### src/rtl/reorder_buffer.sv
// reorder_buffer: in-order retirement buffer.
// Decode allocates entries at the tail in program order. The ALU, MUL and cache
// writeback ports mark entries done out of order. The head entry retires one
// per cycle, or raises its stored exception and flushes the whole buffer.
//
// Ports:
//   clock, reset             core clock, asynchronous active-high reset
//   alloc_valid/_dest_reg/_we  allocation request from decode
//   alloc_ready, alloc_rob_id  entry available / tail index (combinational)
//   {alu,mul,cache}_wb_*       writeback strobe, entry id, data, exception record
//   commit_valid/_we/_dest_reg/_data  registered one-cycle retire pulse
//   xcpt_info, flush           registered exception record and pipeline flush

package reorder_buffer_pkg;

  typedef enum logic [3:0] {
    XCPT_NONE            = 4'd0,
    XCPT_ILLEGAL_INSTR   = 4'd1,
    XCPT_ADDR_MISALIGNED = 4'd2,
    XCPT_OVERFLOW        = 4'd3,
    XCPT_PAGE_FAULT      = 4'd4
  } xcpt_type_t;

  typedef struct packed {
    logic        valid;
    xcpt_type_t  xcpt_type;
    logic [31:0] addr_val;
    logic [31:0] pc;
  } reorder_buffer_xcpt_info_t;

endpackage

module reorder_buffer
  import reorder_buffer_pkg::*;
#(
  parameter int ROB_ENTRIES = 8,
  parameter int ROB_IDX_W   = 3,
  parameter int REG_W       = 5,
  parameter int DATA_W      = 32
) (
  input  logic                      clock,
  input  logic                      reset,
  input  logic                      alloc_valid,
  input  logic [REG_W-1:0]          alloc_dest_reg,
  input  logic                      alloc_we,
  output logic                      alloc_ready,
  output logic [ROB_IDX_W-1:0]      alloc_rob_id,
  input  logic                      alu_wb_valid,
  input  logic [ROB_IDX_W-1:0]      alu_wb_rob_id,
  input  logic [DATA_W-1:0]         alu_wb_data,
  input  reorder_buffer_xcpt_info_t alu_rob_xcpt_info,
  input  logic                      mul_wb_valid,
  input  logic [ROB_IDX_W-1:0]      mul_wb_rob_id,
  input  logic [DATA_W-1:0]         mul_wb_data,
  input  reorder_buffer_xcpt_info_t mul_rob_xcpt_info,
  input  logic                      cache_wb_valid,
  input  logic [ROB_IDX_W-1:0]      cache_wb_rob_id,
  input  logic [DATA_W-1:0]         cache_wb_data,
  input  reorder_buffer_xcpt_info_t cache_rob_xcpt_info,
  output logic                      commit_valid,
  output logic                      commit_we,
  output logic [REG_W-1:0]          commit_dest_reg,
  output logic [DATA_W-1:0]         commit_data,
  output reorder_buffer_xcpt_info_t xcpt_info,
  output logic                      flush
);

  typedef enum logic {RUN, FLUSH} state_t;

  state_t                    state_q;
  logic [ROB_IDX_W-1:0]      head_q, head_d;
  logic [ROB_IDX_W-1:0]      tail_q, tail_d;
  logic [ROB_IDX_W:0]        count_q, count_d;

  logic                      busy_q [ROB_ENTRIES];
  logic                      done_q [ROB_ENTRIES];
  logic                      we_q   [ROB_ENTRIES];
  logic [REG_W-1:0]          dest_q [ROB_ENTRIES];
  logic [DATA_W-1:0]         data_q [ROB_ENTRIES];
  reorder_buffer_xcpt_info_t xcpt_q [ROB_ENTRIES];

  logic                      commitValid_q, commitWe_q, flush_q;
  logic [REG_W-1:0]          commitDest_q;
  logic [DATA_W-1:0]         commitData_q;
  reorder_buffer_xcpt_info_t xcptInfo_q;

  logic                      allocFire, headReady, commitFire, xcptFire;

  // Writeback ports gathered so a loop can apply them; later index wins,
  // giving cache > mul > alu on a (forbidden) same-id collision.
  logic                      wbValid [3];
  logic [ROB_IDX_W-1:0]      wbId    [3];
  logic [DATA_W-1:0]         wbData  [3];
  reorder_buffer_xcpt_info_t wbXcpt  [3];

  assign wbValid[0] = alu_wb_valid;
  assign wbValid[1] = mul_wb_valid;
  assign wbValid[2] = cache_wb_valid;
  assign wbId[0]    = alu_wb_rob_id;
  assign wbId[1]    = mul_wb_rob_id;
  assign wbId[2]    = cache_wb_rob_id;
  assign wbData[0]  = alu_wb_data;
  assign wbData[1]  = mul_wb_data;
  assign wbData[2]  = cache_wb_data;
  assign wbXcpt[0]  = alu_rob_xcpt_info;
  assign wbXcpt[1]  = mul_rob_xcpt_info;
  assign wbXcpt[2]  = cache_rob_xcpt_info;

  // A full buffer refuses allocation even when the head retires this cycle.
  assign alloc_ready  = (count_q < (ROB_IDX_W+1)'(ROB_ENTRIES)) && (state_q == RUN);
  assign alloc_rob_id = tail_q;
  assign allocFire    = alloc_valid && alloc_ready;

  assign headReady  = (state_q == RUN) && busy_q[head_q] && done_q[head_q];
  assign commitFire = headReady && !xcpt_q[head_q].valid;
  assign xcptFire   = headReady &&  xcpt_q[head_q].valid;

  assign head_d  = head_q + ROB_IDX_W'(commitFire);
  assign tail_d  = tail_q + ROB_IDX_W'(allocFire);
  assign count_d = count_q + (ROB_IDX_W+1)'(allocFire) - (ROB_IDX_W+1)'(commitFire);

  assign commit_valid    = commitValid_q;
  assign commit_we       = commitWe_q;
  assign commit_dest_reg = commitDest_q;
  assign commit_data     = commitData_q;
  assign xcpt_info       = xcptInfo_q;
  assign flush           = flush_q;

  // Entry storage. The FLUSH cycle wipes every entry, which also discards an
  // allocation accepted in the exception-detect cycle; writebacks arriving
  // during FLUSH are dropped.
  always_ff @(posedge clock or posedge reset) begin
    if (reset) begin
      for (int i = 0; i < ROB_ENTRIES; i++) begin
        busy_q[i] <= 1'b0;
        done_q[i] <= 1'b0;
        we_q[i]   <= 1'b0;
        dest_q[i] <= '0;
        data_q[i] <= '0;
        xcpt_q[i] <= '0;
      end
    end else if (state_q == FLUSH) begin
      for (int i = 0; i < ROB_ENTRIES; i++) begin
        busy_q[i] <= 1'b0;
        done_q[i] <= 1'b0;
        xcpt_q[i] <= '0;
      end
    end else begin
      if (allocFire) begin
        busy_q[tail_q] <= 1'b1;
        done_q[tail_q] <= 1'b0;
        xcpt_q[tail_q] <= '0;
        dest_q[tail_q] <= alloc_dest_reg;
        we_q[tail_q]   <= alloc_we;
      end
      if (commitFire) begin
        busy_q[head_q] <= 1'b0;
      end
      for (int p = 0; p < 3; p++) begin
        if (wbValid[p] && busy_q[wbId[p]]) begin
          done_q[wbId[p]] <= 1'b1;
          data_q[wbId[p]] <= wbData[p];
          if (wbXcpt[p].valid) begin
            xcpt_q[wbId[p]] <= wbXcpt[p];
          end
        end
      end
    end
  end

  // Retirement FSM with pointers and registered outputs.
  always_ff @(posedge clock or posedge reset) begin
    if (reset) begin
      state_q       <= RUN;
      head_q        <= '0;
      tail_q        <= '0;
      count_q       <= '0;
      commitValid_q <= 1'b0;
      commitWe_q    <= 1'b0;
      commitDest_q  <= '0;
      commitData_q  <= '0;
      xcptInfo_q    <= '0;
      flush_q       <= 1'b0;
    end else begin
      case (state_q)
        RUN: begin
          head_q        <= head_d;
          tail_q        <= tail_d;
          count_q       <= count_d;
          commitValid_q <= commitFire;
          if (commitFire) begin
            commitWe_q   <= we_q[head_q];
            commitDest_q <= dest_q[head_q];
            commitData_q <= data_q[head_q];
          end
          if (xcptFire) begin
            xcptInfo_q <= xcpt_q[head_q];
            flush_q    <= 1'b1;
            state_q    <= FLUSH;
          end
        end
        FLUSH: begin
          head_q        <= '0;
          tail_q        <= '0;
          count_q       <= '0;
          commitValid_q <= 1'b0;
          xcptInfo_q    <= '0;
          flush_q       <= 1'b0;
          state_q       <= RUN;
        end
        default: state_q <= RUN;
      endcase
    end
  end

  // Two ports completing the same entry in one cycle is a protocol violation.
  aluMulSameId: assert property (@(posedge clock) disable iff (reset)
    !(alu_wb_valid && mul_wb_valid && (alu_wb_rob_id == mul_wb_rob_id)));
  aluCacheSameId: assert property (@(posedge clock) disable iff (reset)
    !(alu_wb_valid && cache_wb_valid && (alu_wb_rob_id == cache_wb_rob_id)));
  mulCacheSameId: assert property (@(posedge clock) disable iff (reset)
    !(mul_wb_valid && cache_wb_valid && (mul_wb_rob_id == cache_wb_rob_id)));

endmodule

### config.mk
export PLATFORM = sky130hd
export DESIGN_NAME = reorder_buffer
export DESIGN_NICKNAME = d
export VERILOG_FILES = /design/src/rtl/reorder_buffer.sv
export SDC_FILE = /design/constraint.sdc
export NUM_CORES = 2
export LEC_CHECK = 0
export CELL_PAD_IN_SITES_DETAIL_PLACEMENT = 1
export CELL_PAD_IN_SITES_GLOBAL_PLACEMENT = 2
export CORE_ASPECT_RATIO = 2
export CORE_MARGIN = 8
export CORE_UTILIZATION = 38
export CTS_CLUSTER_SIZE = 8
export DETAILED_ROUTE_END_ITERATION = 16
export GPL_TIMING_DRIVEN = 1
export PLACE_DENSITY_LB_ADDON = 0.1
export SLEW_MARGIN = 25
export SYNTH_ARGS = -nofsm -noshare
export SYNTH_HDL_FRONTEND = slang
export SYNTH_SLANG_ARGS = --single-unit
### constraint.sdc
create_clock -name clock -period 44.1 [get_ports clock]
set_input_delay 4.41 -clock clock [delete_from_list [all_inputs] [get_ports clock]]
set_output_delay 4.41 -clock clock [all_outputs]
set_load 0.03 [all_outputs]
==> metrics <==
status finished, final reports clean; Synth Cell Area about 60000 sq um; max reg flops between 500 and 600; Final Skew 37.4 ps; met2 Use GR 62.9%; Die Width 297 microns; Data required, critical path 44810 ps; postcts setup bufs 0; fin nets 6576; post-cts resize count 0; Synth Area per Inst 9.27 sq um; Post-synth top flop dfrtp_1; Setup violations, final 0; Worst setup SP type input pin; GRT busiest layer met2; CP Capture Type flop; GP Congestion between 0.8 and 0.9; hold crit path type flop to flop; Hold Buf Count CTS 0; number of flops mapped to enable cells by yosys 0; DIE AREA 172000 sq um; Core Area 157000 sq um; share of cells above drive strength 1 10.7%; internal power 1.61 mW; CP Buf/Inv Count 4; Setup Total Neg Slack 0 ps; relative slew slack 20.6%; Routed WL per cell around 43 microns; fmax 123 MHz; syn_nets 6818; met3 global-route usage 11.0%; largest family of logic cells by synthesized area compound AO/OA/AOI/OAI gates; Net Switching around 0.57 mW; Die Ht 578 microns; CP max stage cell clkdlybuf4s50_1; Gate power share 7.8%; simple-gate portion of the synthesized area between 10% and 20%; first-pass detailed-route iteration total 6; Reg2Reg Depth 8; MaxCap Viol Count 0; antenna-violating nets left 0; R2R Path End xcpt_info[64]$_DFFE_PP0P_; Synth Area in Compound Gates a little under 30%; DP HPWL roughly 200000 microns; r2r setup slk 39640 ps; clock share of power 48.4%; GRT Total Usage 39.7%; Boundary Pins 437; first-pass GRT wire length 505000 microns; Yosys cell types 75; worst endpoint data arrival time 8820 ps; crit-path max cell delay 880 ps; Synth Instances 6485; TritonCTS clock tree yes; crit path max fanout 35; WHS 474 ps; cell mode on critical path buf_4; CTS root buf clkbuf_16; PD cells 31.6 nW/um^2; yosys synthesis warning count 0; flops & latches, synth 992; Syn-to-layout area delta 15.1%; port bufs 436; Final Hold Viols 0; initial antenna violation count 66; LEAKAGE 26.9 nW; Initial Util between 30% and 40%; final wirelength about 360000 microns; met1 usage about 46%; mux contribution to synthesized area approximately a tenth; Worst Hold End dest_q[15]$_DFFE_PP0P_; critical path class input pin to flop; adder-cell share of the synthesized area less than 1%; xor/xnor share of the synthesized area 0.0729%; sequential share of power 43.7%; Seq/Total Area, Yosys between 40% and 50%; worst skew pair latency 840 ps; ys async rst share 100%; clk sinks 992; GRT Residual Overflow 0; Residual DRC 0; actual slew at the worst max-slew pin 1190 ps; Reg with most FFs xcpt_q; row cnt approximately 210; Slew Viols, Final 0; fin crit share 18.4%; Reg clk slew, reported paths 50 ps; H-tree depth 4; Crit path max-delay family buffers and inverters; final core occ 44.0%; vias in the first global route around 67000; Hold Crit Depth 2; RSZ-0062 raised after global routing false; initial drt markers 7681; CP Cell Sequence clkdlybuf4s50_1 -> mux2_2 -> a221oi_4 -> buf_4 -> buf_4 -> or3_2 -> buf_4 -> o221ai_1 -> o21ai_0; vias per cell about 7.6; largest net degree at the start of global routing 157; switching part of the total 26.1%; Final Critical Period 8110 ps; worst hold start dest_q[15]$_DFFE_PP0P_; CTS Buf Count 149; r2r startpoint head_q[2]$_DFF_PP0_; via count roughly 64000; Max IR drop VDD 0.0256 mV; FILL cells 17406; clk buf depth 4
==> cells in the final DEF, fill, tap and decap left out, types with 42 or more instances in the layout <==
cell,netlist,routed
nor4_1,204,202
clkbuf_16,0,153
and4_1,68,68
a221o_1,105,105
a22o_1,80,80
nor3_1,170,168
mux2_2,182,182
o22a_1,43,43
o21ai_0,342,340
a211oi_1,71,71
a21oi_1,411,409
buf_4,7,162
a211o_1,68,68
nand2_1,405,396
nor2_1,324,302
nor2b_1,89,83
a22oi_1,462,459
mux2i_1,276,276
clkdlybuf4s50_1,0,436
o22ai_1,86,86
dfrtp_1,992,988
a311o_1,66,66
o221ai_1,107,107
a221oi_1,248,248
nand3_1,88,78
o211ai_1,284,284
mux4_2,42,42
==> routing by layer <==
| metal | part of all wire, % | vias up | wire length (microns) |
|---|---|---|---|
| met2 | 45 | 4706 | 161000 |
| met1 | 36 | 33073 | 129000 |
| met3 | 10 | 1551 | 37100 |
| met4 | 8.1 | 58 | 28700 |
| met5 | 0.12 | - | 421 |
| li1 | - | 24487 | - |
==> kinds of logic (layout without fill, tap and decap cells) <==
group,after synthesis,count (layout)
other,0,34
buffers and inverters,1025,792
and+or+nand+nor,1440,1440
DFF,992,992
muxes,521,521
adders and majority gates,9,9
AOI/OAI and AO/OA,2493,2493
xor gates and xnor gates,5,5
==> power by group through the flow <==
stage	clock (mW)	sequential, mW	combinational (mW)
floorplan	0	0.965	0.0977
global placement	0	0.968	0.165
detailed placement	0	0.969	0.167
CTS	1.07	0.953	0.168
global route	1.09	0.956	0.182
finish	1.06	0.955	0.171
==> worst max path at each step <==
stage | from | end | slack, ps | cells after the start
6_report | mul_wb_rob_id[2] | data_q[20]$_DFFE_PP0N_ | 35990 | 9
5_1_grt | reset | xcpt_q[232]$_DFF_PP0_ | 35590 | 6
4_1_cts | reset | xcpt_q[508]$_DFF_PP0_ | 35990 | 6
3_5_place_dp | reset | xcpt_info[15]$_DFFE_PP0P_ | 35150 | 6
3_3_place_gp | reset | xcpt_q[514]$_DFF_PP0_ | 35170 | 6
2_1_floorplan | reset | alloc_rob_id[0]$_DFF_PP0_ | 11780 | 1
==> synthesized netlist by cell type (146+ instances only) <==
cell	instances	area [sq um]
nor2_1	324	1220
nor4_1	204	1280
a22oi_1	462	3470
clkbuf_1	722	2710
o211ai_1	284	2130
buf_2	146	731
dfrtp_1	992	24800
nor3_1	170	851
o21ai_0	342	1710
a221oi_1	248	2170
a21oi_1	411	2060
nand2_1	405	1520
mux2_2	182	2050
mux2i_1	276	2760
==> metrics by stage <==
| stage | instance area [sq um] | cells | setup WS, ps | power (mW) |
|---|---|---|---|---|
| 6_report | 69200 | 8366 | 35990 | 2.18 |
| 5_1_grt | 69100 | 8341 | 35590 | 2.23 |
| 4_1_cts | 69000 | 8330 | 35990 | 2.19 |
| 3_5_place_dp | 65100 | 8170 | 35150 | 1.14 |
| 3_3_place_gp | 65100 | 8169 | 35170 | 1.13 |
| 2_1_floorplan | 60100 | 6485 | 11780 | 1.06 |
==> cell type report <==
type | count | area [sq um] | area share, %
inverter | 21 | 98.8 | 0.143
tap | 2080 | 2600 | 3.76
sequential | 992 | 24800 | 35.9
clock inverter | 4 | 50.0 | 0.0724
clock buffer | 156 | 3840 | 5.55
multi-input combinational | 4468 | 31800 | 46.0
timing repair buffer | 611 | 5840 | 8.44
antenna | 34 | 85.1 | 0.123
==> worst min-delay path: stages, from the launching register on <==
cell and delay [ps]:
dfrtp_1 340, nand2_1 50, nand2_1 50
Note: power is estimated with default switching activity, not from simulation.
